==> config.mk <==
export PLATFORM = sky130hd
export DESIGN_NAME = fetch_ctrl
export DESIGN_NICKNAME = d
export VERILOG_FILES = /design/src/rtl/fetch_ctrl.sv
export SDC_FILE = /design/constraint.sdc
export NUM_CORES = 1
export LEC_CHECK = 0
export ABC_AREA = 1
export ABC_CLOCK_PERIOD_IN_PS = 8900
export CORE_UTILIZATION = 38
export CTS_CLUSTER_DIAMETER = 60
export DETAILED_ROUTE_END_ITERATION = 12
export PLACE_DENSITY_LB_ADDON = 0.25
export SYNTH_ARGS = -nofsm -noshare
export SYNTH_HDL_FRONTEND = slang
export SYNTH_SLANG_ARGS = --single-unit
==> constraint.sdc <==
create_clock -name clk -period 8.9 [get_ports clk]
set_input_delay 1.335 -clock clk [delete_from_list [all_inputs] [get_ports clk]]
set_output_delay 1.335 -clock clk [all_outputs]
set_load 0.005 [all_outputs]
==> src/rtl/fetch_ctrl.sv <==
`default_nettype none
// ============================================================================
//  Module   : fetch_ctrl
//  Purpose  : Instruction fetch controller. Issues sequential fetch requests
//             to instruction memory under a two-entry credit budget, buffers
//             in-order responses in a 2-entry {inst, pc} FIFO toward decode,
//             and handles EX-stage redirects by flushing buffered work and
//             discarding responses to requests that were already in flight.
//
//  Ports    : clk, rst           - clock, synchronous active-high reset
//             redirect_val/pc    - redirect request and target from EX
//             stall              - decode cannot accept this cycle
//             imem_req_*         - fetch request channel (val/rdy/addr)
//             imem_resp_*        - in-order response channel, no backpressure
//             inst_val/inst/pc   - instruction toward decode
//             kill_IF            - fetch-stage instruction killed this cycle
//
//  Revision : 1.0  initial release
// ============================================================================
module fetch_ctrl #(
    parameter logic [31:0] RESET_PC = 32'h0000_0000,
    parameter logic [31:0] NOP_INST = 32'h0000_0013
) (
    input  logic        clk,
    input  logic        rst,
    input  logic        redirect_val,
    input  logic [31:0] redirect_pc,
    input  logic        stall,
    input  logic        imem_req_rdy,
    input  logic        imem_resp_val,
    input  logic [31:0] imem_resp_data,
    output logic        imem_req_val,
    output logic [31:0] imem_req_addr,
    output logic        inst_val,
    output logic [31:0] inst,
    output logic [31:0] inst_pc,
    output logic        kill_IF
);

    typedef enum logic [0:0] {
        ST_RUN   = 1'b0,
        ST_FLUSH = 1'b1
    } state_t;

    state_t      r_state;
    state_t      w_state_nxt;
    logic [1:0]  r_drop;
    logic [1:0]  w_drop_nxt;

    logic [31:0] r_fetch_pc;
    logic [31:0] r_last_pc;

    // Response FIFO: {inst, pc} toward decode
    logic [31:0] r_rf_inst [2];
    logic [31:0] r_rf_pc   [2];
    logic        r_rf_rd;
    logic        r_rf_wr;
    logic [1:0]  r_rf_cnt;

    // Outstanding-request FIFO: PCs of requests awaiting a response
    logic [31:0] r_of_pc [2];
    logic        r_of_rd;
    logic        r_of_wr;
    logic [1:0]  r_of_cnt;

    logic        w_inst_val;
    logic        w_deq;
    logic        w_resp;
    logic        w_capture;
    logic        w_req_val;
    logic        w_accept;
    logic [2:0]  w_used;
    logic [1:0]  w_unanswered;
    logic        w_unused;

    // Only word-aligned targets are fetched; the low bits are dropped.
    assign w_unused = ^redirect_pc[1:0];

    assign w_inst_val = !rst && (r_rf_cnt != 2'd0) && !redirect_val;
    assign w_deq      = w_inst_val && !stall;

    // A response is only meaningful while something is outstanding.
    assign w_resp     = !rst && imem_resp_val && (r_of_cnt != 2'd0);
    assign w_capture  = w_resp && (r_state == ST_RUN) && !redirect_val;

    // Credits: buffered + outstanding, with this cycle's dequeue already freed.
    // A response only moves an entry between the two FIFOs, so it is neutral.
    assign w_used     = {1'b0, r_rf_cnt} + {1'b0, r_of_cnt} - {2'b00, w_deq};
    assign w_req_val  = !rst && (r_state == ST_RUN) && !redirect_val && (w_used < 3'd2);
    assign w_accept   = w_req_val && imem_req_rdy;

    // Requests still in flight after this cycle's response (if any) is consumed.
    assign w_unanswered = r_of_cnt - {1'b0, w_resp};

    assign imem_req_val  = w_req_val;
    assign imem_req_addr = r_fetch_pc;
    assign inst_val      = w_inst_val;
    assign inst          = w_inst_val ? r_rf_inst[r_rf_rd] : NOP_INST;
    assign inst_pc       = rst ? 32'h0 : (w_inst_val ? r_rf_pc[r_rf_rd] : r_last_pc);
    assign kill_IF       = !rst && redirect_val;

    // Next-state logic. The drop count always equals the number of in-flight
    // requests belonging to a flushed path, so a redirect during FLUSH simply
    // recomputes the same count.
    always_comb begin
        w_state_nxt = r_state;
        w_drop_nxt  = r_drop;
        if (redirect_val) begin
            w_drop_nxt  = w_unanswered;
            w_state_nxt = (w_unanswered != 2'd0) ? ST_FLUSH : ST_RUN;
        end else if ((r_state == ST_FLUSH) && w_resp) begin
            w_drop_nxt  = r_drop - 2'd1;
            w_state_nxt = (r_drop == 2'd1) ? ST_RUN : ST_FLUSH;
        end
    end

    always_ff @(posedge clk) begin
        if (rst) begin
            r_state    <= ST_RUN;
            r_drop     <= 2'd0;
            r_fetch_pc <= RESET_PC;
            r_last_pc  <= 32'h0;
            r_rf_rd    <= 1'b0;
            r_rf_wr    <= 1'b0;
            r_rf_cnt   <= 2'd0;
            r_of_rd    <= 1'b0;
            r_of_wr    <= 1'b0;
            r_of_cnt   <= 2'd0;
        end else begin
            r_state <= w_state_nxt;
            r_drop  <= w_drop_nxt;

            if (redirect_val) begin
                r_fetch_pc <= {redirect_pc[31:2], 2'b00};
            end else if (w_accept) begin
                r_fetch_pc <= r_fetch_pc + 32'd4;
            end

            if (w_inst_val) begin
                r_last_pc <= r_rf_pc[r_rf_rd];
            end

            // Outstanding FIFO: pops on every response regardless of state,
            // since dropped responses still retire their request.
            if (w_accept) begin
                r_of_pc[r_of_wr] <= r_fetch_pc;
                r_of_wr          <= ~r_of_wr;
            end
            if (w_resp) begin
                r_of_rd <= ~r_of_rd;
            end
            r_of_cnt <= r_of_cnt + {1'b0, w_accept} - {1'b0, w_resp};

            if (redirect_val) begin
                r_rf_rd  <= r_rf_wr;
                r_rf_cnt <= 2'd0;
            end else begin
                if (w_capture) begin
                    r_rf_inst[r_rf_wr] <= imem_resp_data;
                    r_rf_pc[r_rf_wr]   <= r_of_pc[r_of_rd];
                    r_rf_wr            <= ~r_rf_wr;
                end
                if (w_deq) begin
                    r_rf_rd <= ~r_rf_rd;
                end
                r_rf_cnt <= r_rf_cnt + {1'b0, w_capture} - {1'b0, w_deq};
            end
        end
    end

endmodule
`default_nettype wire

==> results of run 1 <==
==> state kept, by name, summed over array words and instances (netlist names), 2 cells and up, named ones only <==
signal	cells
r_of_pc	60
r_rf_cnt	2
r_rf_inst	64
r_rf_pc	60
imem_req_addr	30
r_drop	2
r_last_pc	32
r_of_cnt	2
==> worst max-delay path by stage <==
stage                       startpoint                  endpoint  slack [ps]
after CTS                          rst              imem_req_val        2200
final                              rst              imem_req_val        2290
after floorplan           redirect_val  r_of_pc[0][10]$_DFFE_PP_        3190
after detailed placement           rst              imem_req_val        2210
after global placement             rst              imem_req_val        2250
after global routing               rst              imem_req_val        2040
==> worst min-delay path, stage by stage, from the launching register on <==
cell and delay [ps]:
dfxtp_1 290, nand2_1 50, nor2_1 40
==> cell families (layout without fill, tap and decap cells) <==
logic type | Yosys count | in the layout | share of synthesized area (%)
muxes | 30 | 30 | 3.22
DFF | 259 | 259 | 67.0
adders and majority gates | 10 | 10 | 1.26
and+or+nand+nor | 410 | 410 | 16.0
buffers and inverters | 115 | 296 | 4.41
AOI/OAI and AO/OA | 147 | 147 | 7.55
other | 1 | 2 | 0.0357
xor gates and xnor gates | 7 | 7 | 0.584
==> cells in the mapped netlist, types with 2 or more instances <==
library cell | instances | area (sq um)
nor2_4 | 2 | 22.5
clkbuf_1 | 28 | 105
edfxtp_1 | 184 | 5530
nand2_2 | 3 | 18.8
a31oi_1 | 30 | 188
nand2_1 | 273 | 1020
clkbuf_2 | 2 | 10.0
and2_1 | 3 | 18.8
nor3_1 | 3 | 15.0
dfxtp_1 | 75 | 1500
xor2_1 | 3 | 26.3
inv_2 | 5 | 18.8
nand3_1 | 57 | 285
nor2_1 | 60 | 225
buf_4 | 4 | 30.0
o21ai_1 | 8 | 40.0
inv_1 | 66 | 248
ha_1 | 9 | 113
nor2_2 | 4 | 25.0
o21ai_0 | 43 | 215
mux2_2 | 30 | 338
buf_2 | 8 | 40.0
a21oi_1 | 60 | 300
xnor2_1 | 4 | 35.0
==> layout make-up <==
cell class / count / area share (%)
Multi-Input combinational cell: 606 / 22.8
Clock buffer: 40 / 5.67
Timing Repair Buffer: 175 / 13.0
Inverter: 73 / 2.09
Sequential cell: 259 / 52.8
Tap cell: 341 / 3.21
Clock inverter: 8 / 0.526
==> power by group <==
group          switching, uW  internal, uW
Sequential              23.6          1310
Clock                    437           614
Combinational           74.6          75.7
==> per-layer routing <==
layer	global-route usage (%)	part of all wire, %	vias to the layer above
met1	22.2	45	3371
met3	2.61	5.0	39
met4	4.51	2.0	0
li1	-	-	3670
met5	0	0	-
met2	28.0	47	147
==> stage by stage <==
| stage | setup slack, ps | cells |
|---|---|---|
| final | 2290 | 1502 |
| after global routing | 2040 | 1502 |
| after CTS | 2200 | 1502 |
| after detailed placement | 2210 | 1454 |
| after global placement | 2250 | 1454 |
| after floorplan | 3190 | 980 |
==> impl_metrics.json, run 1 <==
{
  "min_to": "r_last_pc[0]$_DFF_P_",
  "max-cap-violations": 0,
  "cts_buffers": 27,
  "power_density_mw_per_mm2": 191,
  "numClockSinks": 259,
  "synth_edf_count": 184,
  "fin_nets": 1222,
  "coreArea_sq_mm": 0.0270,
  "r2r_end": "r_of_cnt[1]$_SDFF_PP0_",
  "drive_above_1_share_pct": 8.61,
  "worst-path-stages": 16,
  "cp_data_required_time_ps": 7570,
  "hpwl_um": 14700,
  "diodes": 0,
  "critical_path_class": "input pin to output pin",
  "ant_nets": 0,
  "wl_um": 23300,
  "tightest_slew_ps": 981,
  "h-tree-depth": 1,
  "drt-wirelength-per-cell_um": 15.5,
  "synth-seq-cells": 259,
  "clkLatencyLatePin_ps": 520,
  "whs_ps": 434,
  "synth-seq-area-share_pct": 67.0,
  "num_vias": 7227,
  "drc": 0,
  "cp_max_fo": 39,
  "period_needed_ps": 6610,
  "cp_cell_sequence": "clkdlybuf4s50_1 -> buf_4 -> inv_2 -> nand2_4 -> inv_2 -> o21ai_2 -> buf_4 -> nor2_1 -> ha_1 -> inv_1 -> nand2_1 -> fa_1 -> nand2_1 -> nor2_4 -> and2_1 -> clkdlybuf4s50_1",
  "hp-start": "r_last_pc[0]$_DFF_P_",
  "end_kind": "output pin",
  "critical_path_arrival_ps": 5270,
  "cts_resized": 0,
  "critical_path.top_delay_family": "buffers and inverters",
  "first_pass_iters": 5,
  "netlist_area_sq_mm": 0.0105,
  "fin_util_pct": 49.3,
  "final_common_cell": "nand2_1",
  "die-area_sq_mm": 0.0283,
  "fin_skew_ps": 8.40,
  "viasPerCell": 4.81,
  "ff2ff_setup_slack_ps": 5070,
  "finalWeightedCongestion": 0.857,
  "hold_class": "register to register",
  "leakagePower_uw": 0.00477,
  "async_reset_ff_share_pct": 0,
  "critPathMaxStageDelay_ps": 600,
  "relSlewSlack_pct": 34.5,
  "status": "complete, no violations",
  "ir_worst_vdd_mv": 0.127,
  "setup_tns_ps": 0,
  "finalSetupViolations": 0,
  "synth-main-ff-cell": "edfxtp_1",
  "worst_setup_path_start_kind": "input pin",
  "root_buffer": "clkbuf_16",
  "io_pins": 169,
  "hold_viol_final": 0,
  "synth_area_per_cell_sq_um": 10.7,
  "p_total_uw": 2540,
  "first_global_vias": 7012,
  "fillers": 2444,
  "rsz0062_at_grt": "no",
  "slowest_stage": "inv_2",
  "path_clk_slew_ps": 60,
  "dieWidth_um": 168,
  "rows": 60,
  "io_buffer_count": 164,
  "cts_tree": "yes",
  "grt_max_degree": 65,
  "grt_usage_pct": 16.6,
  "syn2layout_area_growth_pct": 26.9,
  "overflow": 0,
  "period_share_pct": 74.3,
  "max_freq_ghz": 0.151,
  "initial_core_util_pct": 38.8,
  "fp.dieH_um": 168,
  "holdPathStages": 2,
  "place_area_sq_mm": 0.0125,
  "drv_slew": 0,
  "clk_path_buf_depth": 3,
  "antenna_found_initial": 0,
  "design_area_sq_mm": 0.0133,
  "worst_r2r_path_depth": 16,
  "drtIter0Drc": 391,
  "grt_first_pass_wirelength_um": 37000,
  "area.sequential_sq_mm": 0.00703,
  "post_cts_buffers": 0,
  "syn_inst": 979,
  "path_buf_inv": 7,
  "yosys.cell_types.count": 39,
  "final_cell_mix": "nand2_1, edfxtp_1, clkdlybuf4s50_1, dfxtp_1, inv_1",
  "multiInputGateArea_sq_mm": 0.00303,
  "yosysWarnings": 0,
  "r2r-start": "r_rf_cnt[1]$_SDFF_PP0_",
  "cts_hold_buf": 0
}
No activity file was read; power rests on OpenSTA's default activity.
==> run 2: changes to the inputs <==
- ABC_CLOCK_PERIOD_IN_PS: 8900 -> 5300
- clock period: 8.9 -> 5.3 ns (I/O delays scaled with it)
==> run 2 against run 1 <==
Clock-buffer cell count fell by 6. Die area did not move. Clock power rose by 75%. Routed wire length barely moved. First-iteration DRC count rose by 18%. Power rose by 71%. Non-clock buffer count rose by 4. Global-route usage fell by 0.21 points. Critical path depth fell by 2. Setup slack got worse by 1400 ps. Critical path type unchanged. Largest power group unchanged.
==> impl_metrics.json, run 2 (synthesis results as in run 1) <==
{
  "syn2layout_area_growth_pct": 27.6,
  "tightest_slew_ps": 1170,
  "path_buf_inv": 5,
  "leakagePower_uw": 0.00482,
  "power_density_mw_per_mm2": 324,
  "grt_max_degree": 63,
  "rsz0062_at_grt": "no",
  "hold_class": "register to register",
  "fin_skew_ps": 8.99,
  "num_vias": 7206,
  "max-cap-violations": 0,
  "die-area_sq_mm": 0.0283,
  "rows": 60,
  "multiInputGateArea_sq_mm": 0.00303,
  "drt-wirelength-per-cell_um": 15.5,
  "status": "complete, no violations",
  "cp_max_fo": 6,
  "dieWidth_um": 168,
  "ant_nets": 0,
  "coreArea_sq_mm": 0.0270,
  "ir_worst_vdd_mv": 0.239,
  "cts_hold_buf": 0,
  "hold_viol_final": 0,
  "r2r_end": "r_of_cnt[1]$_SDFF_PP0_",
  "ff2ff_setup_slack_ps": 2030,
  "drv_slew": 0,
  "numClockSinks": 259,
  "relSlewSlack_pct": 21.8,
  "diodes": 0,
  "cp_cell_sequence": "clkdlybuf4s50_1 -> inv_4 -> nand2_4 -> inv_2 -> o21ai_2 -> nor2_1 -> ha_1 -> inv_1 -> nand2_1 -> fa_1 -> nand2_1 -> nor2_4 -> and2_1 -> clkdlybuf4s50_1",
  "io_buffer_count": 164,
  "clk_path_buf_depth": 3,
  "drive_above_1_share_pct": 9.61,
  "fin_nets": 1226,
  "worst_r2r_path_depth": 15,
  "hp-start": "r_last_pc[0]$_DFF_P_",
  "r2r-start": "r_rf_cnt[1]$_SDFF_PP0_",
  "grt_first_pass_wirelength_um": 36600,
  "viasPerCell": 4.78,
  "grt_usage_pct": 16.3,
  "drc": 0,
  "end_kind": "output pin",
  "critical_path.top_delay_family": "buffers and inverters",
  "fillers": 2428,
  "critical_path_class": "input pin to output pin",
  "slowest_stage": "clkdlybuf4s50_1",
  "min_to": "r_last_pc[0]$_DFF_P_",
  "fin_util_pct": 49.6,
  "cts_buffers": 27,
  "finalWeightedCongestion": 0.836,
  "setup_tns_ps": 0,
  "first_global_vias": 6836,
  "critical_path_arrival_ps": 3630,
  "final_cell_mix": "nand2_1, edfxtp_1, clkdlybuf4s50_1, dfxtp_1, inv_1",
  "first_pass_iters": 4,
  "critPathMaxStageDelay_ps": 520,
  "path_clk_slew_ps": 60,
  "finalSetupViolations": 0,
  "largest_register_ffs": 64,
  "final_common_cell": "nand2_1",
  "root_buffer": "clkbuf_16",
  "area.sequential_sq_mm": 0.00703,
  "worst_setup_path_start_kind": "input pin",
  "fp.dieH_um": 168,
  "cts_resized": 0,
  "overflow": 0,
  "period_share_pct": 83.5,
  "antenna_found_initial": 0,
  "clkLatencyLatePin_ps": 520,
  "dp.cells": 1458,
  "holdPathStages": 2,
  "drtIter0Drc": 462,
  "cts_tree": "yes",
  "top_regs": "r_rf_inst x64, r_of_pc x60, r_rf_pc x60",
  "max_freq_ghz": 0.226,
  "h-tree-depth": 1,
  "top_register": "r_rf_inst",
  "whs_ps": 438,
  "cp_data_required_time_ps": 4510,
  "hpwl_um": 14900,
  "final_cells": 1507,
  "wl_um": 23300,
  "initial_core_util_pct": 38.8,
  "post_cts_buffers": 0,
  "io_pins": 169,
  "period_needed_ps": 4430
}
run 2: stage by stage:
| stage | instance area (sq um) | setup slack, ps | power [uW] |
|---|---|---|---|
| 2_1_floorplan | 10500 | 125 | 2410 |
| 6_report | 13400 | 874 | 4340 |
| 5_1_grt | 13400 | 708 | 4490 |
| 4_1_cts | 13400 | 841 | 4380 |
| 3_5_place_dp | 12500 | 815 | 2540 |
| 3_3_place_gp | 12500 | 868 | 2540 |
run 2: layout make-up:
type                       instances  share of cell area, %
sequential                       259                   52.5
multi-input combinational        606                   22.6
timing repair buffer             179                   13.1
clock buffer                      34                   5.54
tap                              341                   3.19
inverter                          73                   2.07
clock inverter                    15                  0.990
run 2: per-layer routing:
layer,global-route usage (%),share of wire [%]
met1,22.4,47
met2,26.8,46
met3,2.52,4.4
met4,4.82,2.1
met5,0,0
run 2: how the worst max path moves through the flow:
stage	depth (start not counted)	startpoint	to
2_1_floorplan	14	redirect_val	r_of_pc[0][10]$_DFFE_PP_
3_3_place_gp	19	redirect_val	r_of_cnt[1]$_SDFF_PP0_
3_5_place_dp	19	redirect_val	r_of_cnt[1]$_SDFF_PP0_
4_1_cts	14	redirect_val	imem_req_val
5_1_grt	14	redirect_val	imem_req_val
6_report	14	redirect_val	imem_req_val
run 2: report_power, final:
part | internal (uW) | switching, uW | leakage [uW]
Combinational | 129 | 125 | 0.00211
Sequential | 2210 | 40.0 | 0.00228
Clock | 1090 | 751 | 0.000433
Total | 3420 | 917 | 0.00482
run 2: tightest hold or removal path, stage by stage, from the launching register on:
cell     delay (ps)
dfxtp_1         290
nand2_1          50
nor2_1           50
==> run 3: changes to the inputs <==
- ABC_CLOCK_PERIOD_IN_PS: 5300 -> 4100
- clock period: 5.3 -> 4.1 ns (I/O delays scaled with it)
==> run 3 against run 2 <==
Final cell count up 0.20%. Power is 30% higher. Sequential power grew 29%. Via count increased by 1.1%. Core utilization grew 0.33 points. Hold slack lost 4.0 ps. Clock power grew 30%. Largest cell class unchanged. Largest power group unchanged.
==> impl_metrics.json, run 3 (synthesis results as in run 1) <==
{
  "status": "complete, no violations",
  "fin_util_pct": 49.9,
  "wl_um": 23500,
  "clk_path_buf_depth": 3,
  "setup_tns_ps": 0,
  "ir_worst_vdd_mv": 0.262,
  "cp_max_fo": 5,
  "hpwl_um": 15200,
  "syn2layout_area_growth_pct": 28.5,
  "worst_r2r_path_depth": 15,
  "io_buffer_count": 164,
  "fin_skew_ps": 19.6,
  "clkLatencyLatePin_ps": 530,
  "path_clk_slew_ps": 60,
  "power_density_mw_per_mm2": 418,
  "worst_setup_path_start_kind": "input pin",
  "dieWidth_um": 168,
  "cp_cell_sequence": "clkdlybuf4s50_1 -> inv_4 -> nand2_4 -> inv_2 -> o21ai_2 -> nor2_2 -> ha_1 -> inv_1 -> nand2_1 -> fa_1 -> nand2_1 -> nor2_4 -> and2_1 -> clkdlybuf4s50_1",
  "critPathMaxStageDelay_ps": 500,
  "diodes": 0,
  "relSlewSlack_pct": 51.7,
  "cp_data_required_time_ps": 3480,
  "leakagePower_uw": 0.00483,
  "die-area_sq_mm": 0.0283,
  "drtIter0Drc": 534,
  "hold_viol_final": 0,
  "tightest_slew_ps": 725,
  "rows": 60,
  "end_kind": "output pin",
  "design_area_sq_mm": 0.0135,
  "num_vias": 7285,
  "grt_first_pass_wirelength_um": 37300,
  "pre_cts_ws_ps": 177,
  "largest_register_ffs": 64,
  "numClockSinks": 259,
  "h-tree-depth": 1,
  "critical_path_arrival_ps": 3210,
  "post_cts_buffers": 0,
  "hold_class": "register to register",
  "holdPathStages": 2,
  "worst-path-stages": 14,
  "antenna_found_initial": 0,
  "io_pins": 169,
  "drc": 0,
  "ff2ff_setup_slack_ps": 1230,
  "drv_slew": 0,
  "r2r_end": "r_of_cnt[1]$_SDFF_PP0_",
  "period_share_pct": 93.3,
  "finalSetupViolations": 0,
  "finalWeightedCongestion": 0.842,
  "path_buf_inv": 5,
  "drt-wirelength-per-cell_um": 15.6,
  "final_cell_mix": "nand2_1, edfxtp_1, clkdlybuf4s50_1, dfxtp_1, inv_1",
  "r2r-start": "r_rf_cnt[1]$_SDFF_PP0_",
  "max_freq_ghz": 0.261,
  "ant_nets": 0,
  "max-cap-violations": 0,
  "first_pass_iters": 5,
  "drive_above_1_share_pct": 9.67,
  "whs_ps": 434,
  "slowest_stage": "clkdlybuf4s50_1",
  "fp.dieH_um": 168,
  "hp-start": "r_last_pc[0]$_DFF_P_",
  "cts_tree": "yes",
  "cts_hold_buf": 0,
  "coreArea_sq_mm": 0.0270,
  "final_common_cell": "nand2_1",
  "top_regs": "r_rf_inst x64, r_of_pc x60, r_rf_pc x60",
  "viasPerCell": 4.82,
  "critical_path.top_delay_family": "buffers and inverters",
  "rsz0062_at_grt": "no",
  "period_needed_ps": 3830,
  "first_global_vias": 7015,
  "cts_buffers": 27,
  "grt_max_degree": 63,
  "top_register": "r_rf_inst",
  "min_to": "r_last_pc[0]$_DFF_P_",
  "critical_path_class": "input pin to output pin",
  "initial_core_util_pct": 38.8,
  "fin_nets": 1229,
  "overflow": 0,
  "grt_usage_pct": 16.7,
  "root_buffer": "clkbuf_16",
  "setup_slack_ps": 274,
  "place_area_sq_mm": 0.0126
}
[run 3: cell count changes in the layout (fill, tap and decap cells not counted), moves of 2 or more]
cell	delta
buf_12	+5
clkbuf_1	+3
clkbuf_8	-3
clkinv_2	-3
clkinvlp_4	+3
buf_4	-2
[run 3: worst max-delay path by stage]
stage / start / slack [ps] / end
6_report: redirect_val / 270 / imem_req_val
5_1_grt: redirect_val / 100 / imem_req_val
4_1_cts: redirect_val / 180 / imem_req_val
3_5_place_dp: redirect_val / 180 / imem_req_val
3_3_place_gp: redirect_val / 220 / imem_req_val
2_1_floorplan: imem_resp_val / -60 / r_rf_inst[0][0]$_DFFE_PP_
[run 3: layout make-up]
cell class                 count  area [sq um]
tap                          341           427
timing repair buffer         182          1840
clock inverter                15           159
multi-input combinational    606          3040
fill                        2446         13500
inverter                      73           278
sequential                   259          7030
clock buffer                  34           712
[run 3: what timing repair did]
| action | in CTS | in global routing |
|---|---|---|
| endpoints found under the hold margin | 0 | 0 |
| gates resized for setup | 0 | 1 |
| endpoints found under the setup margin | 0 | 1 |
[run 3: per-layer routing]
layer / vias up / track usage (%) / wire length [um]
met4: 0 / 3.99 / 393
met1: 3384 / 22.9 / 10800
met2: 189 / 27.7 / 11100
met5: - / 0 / 0
met3: 34 / 2.56 / 1210
li1: 3678 / - / -
[run 3: worst min-delay path, stage by stage, from the launching register on]
cell and delay [ps]:
dfxtp_1 290, nand2_1 50, nor2_1 40
[run 3: stage by stage]
stage	total power (uW)	instances
final	5630	1510
after global routing	5840	1510
after CTS	5690	1510
after detailed placement	3300	1461
after global placement	3290	1461
after floorplan	3110	980
[run 3: where the power goes]
group | leakage, uW | internal [uW] | switching, uW | total [uW]
Clock | 0.000413 | 1420 | 972 | 2390
Combinational | 0.00213 | 170 | 164 | 334
Sequential | 0.00228 | 2850 | 51.8 | 2910
Total | 0.00483 | 4440 | 1190 | 5630
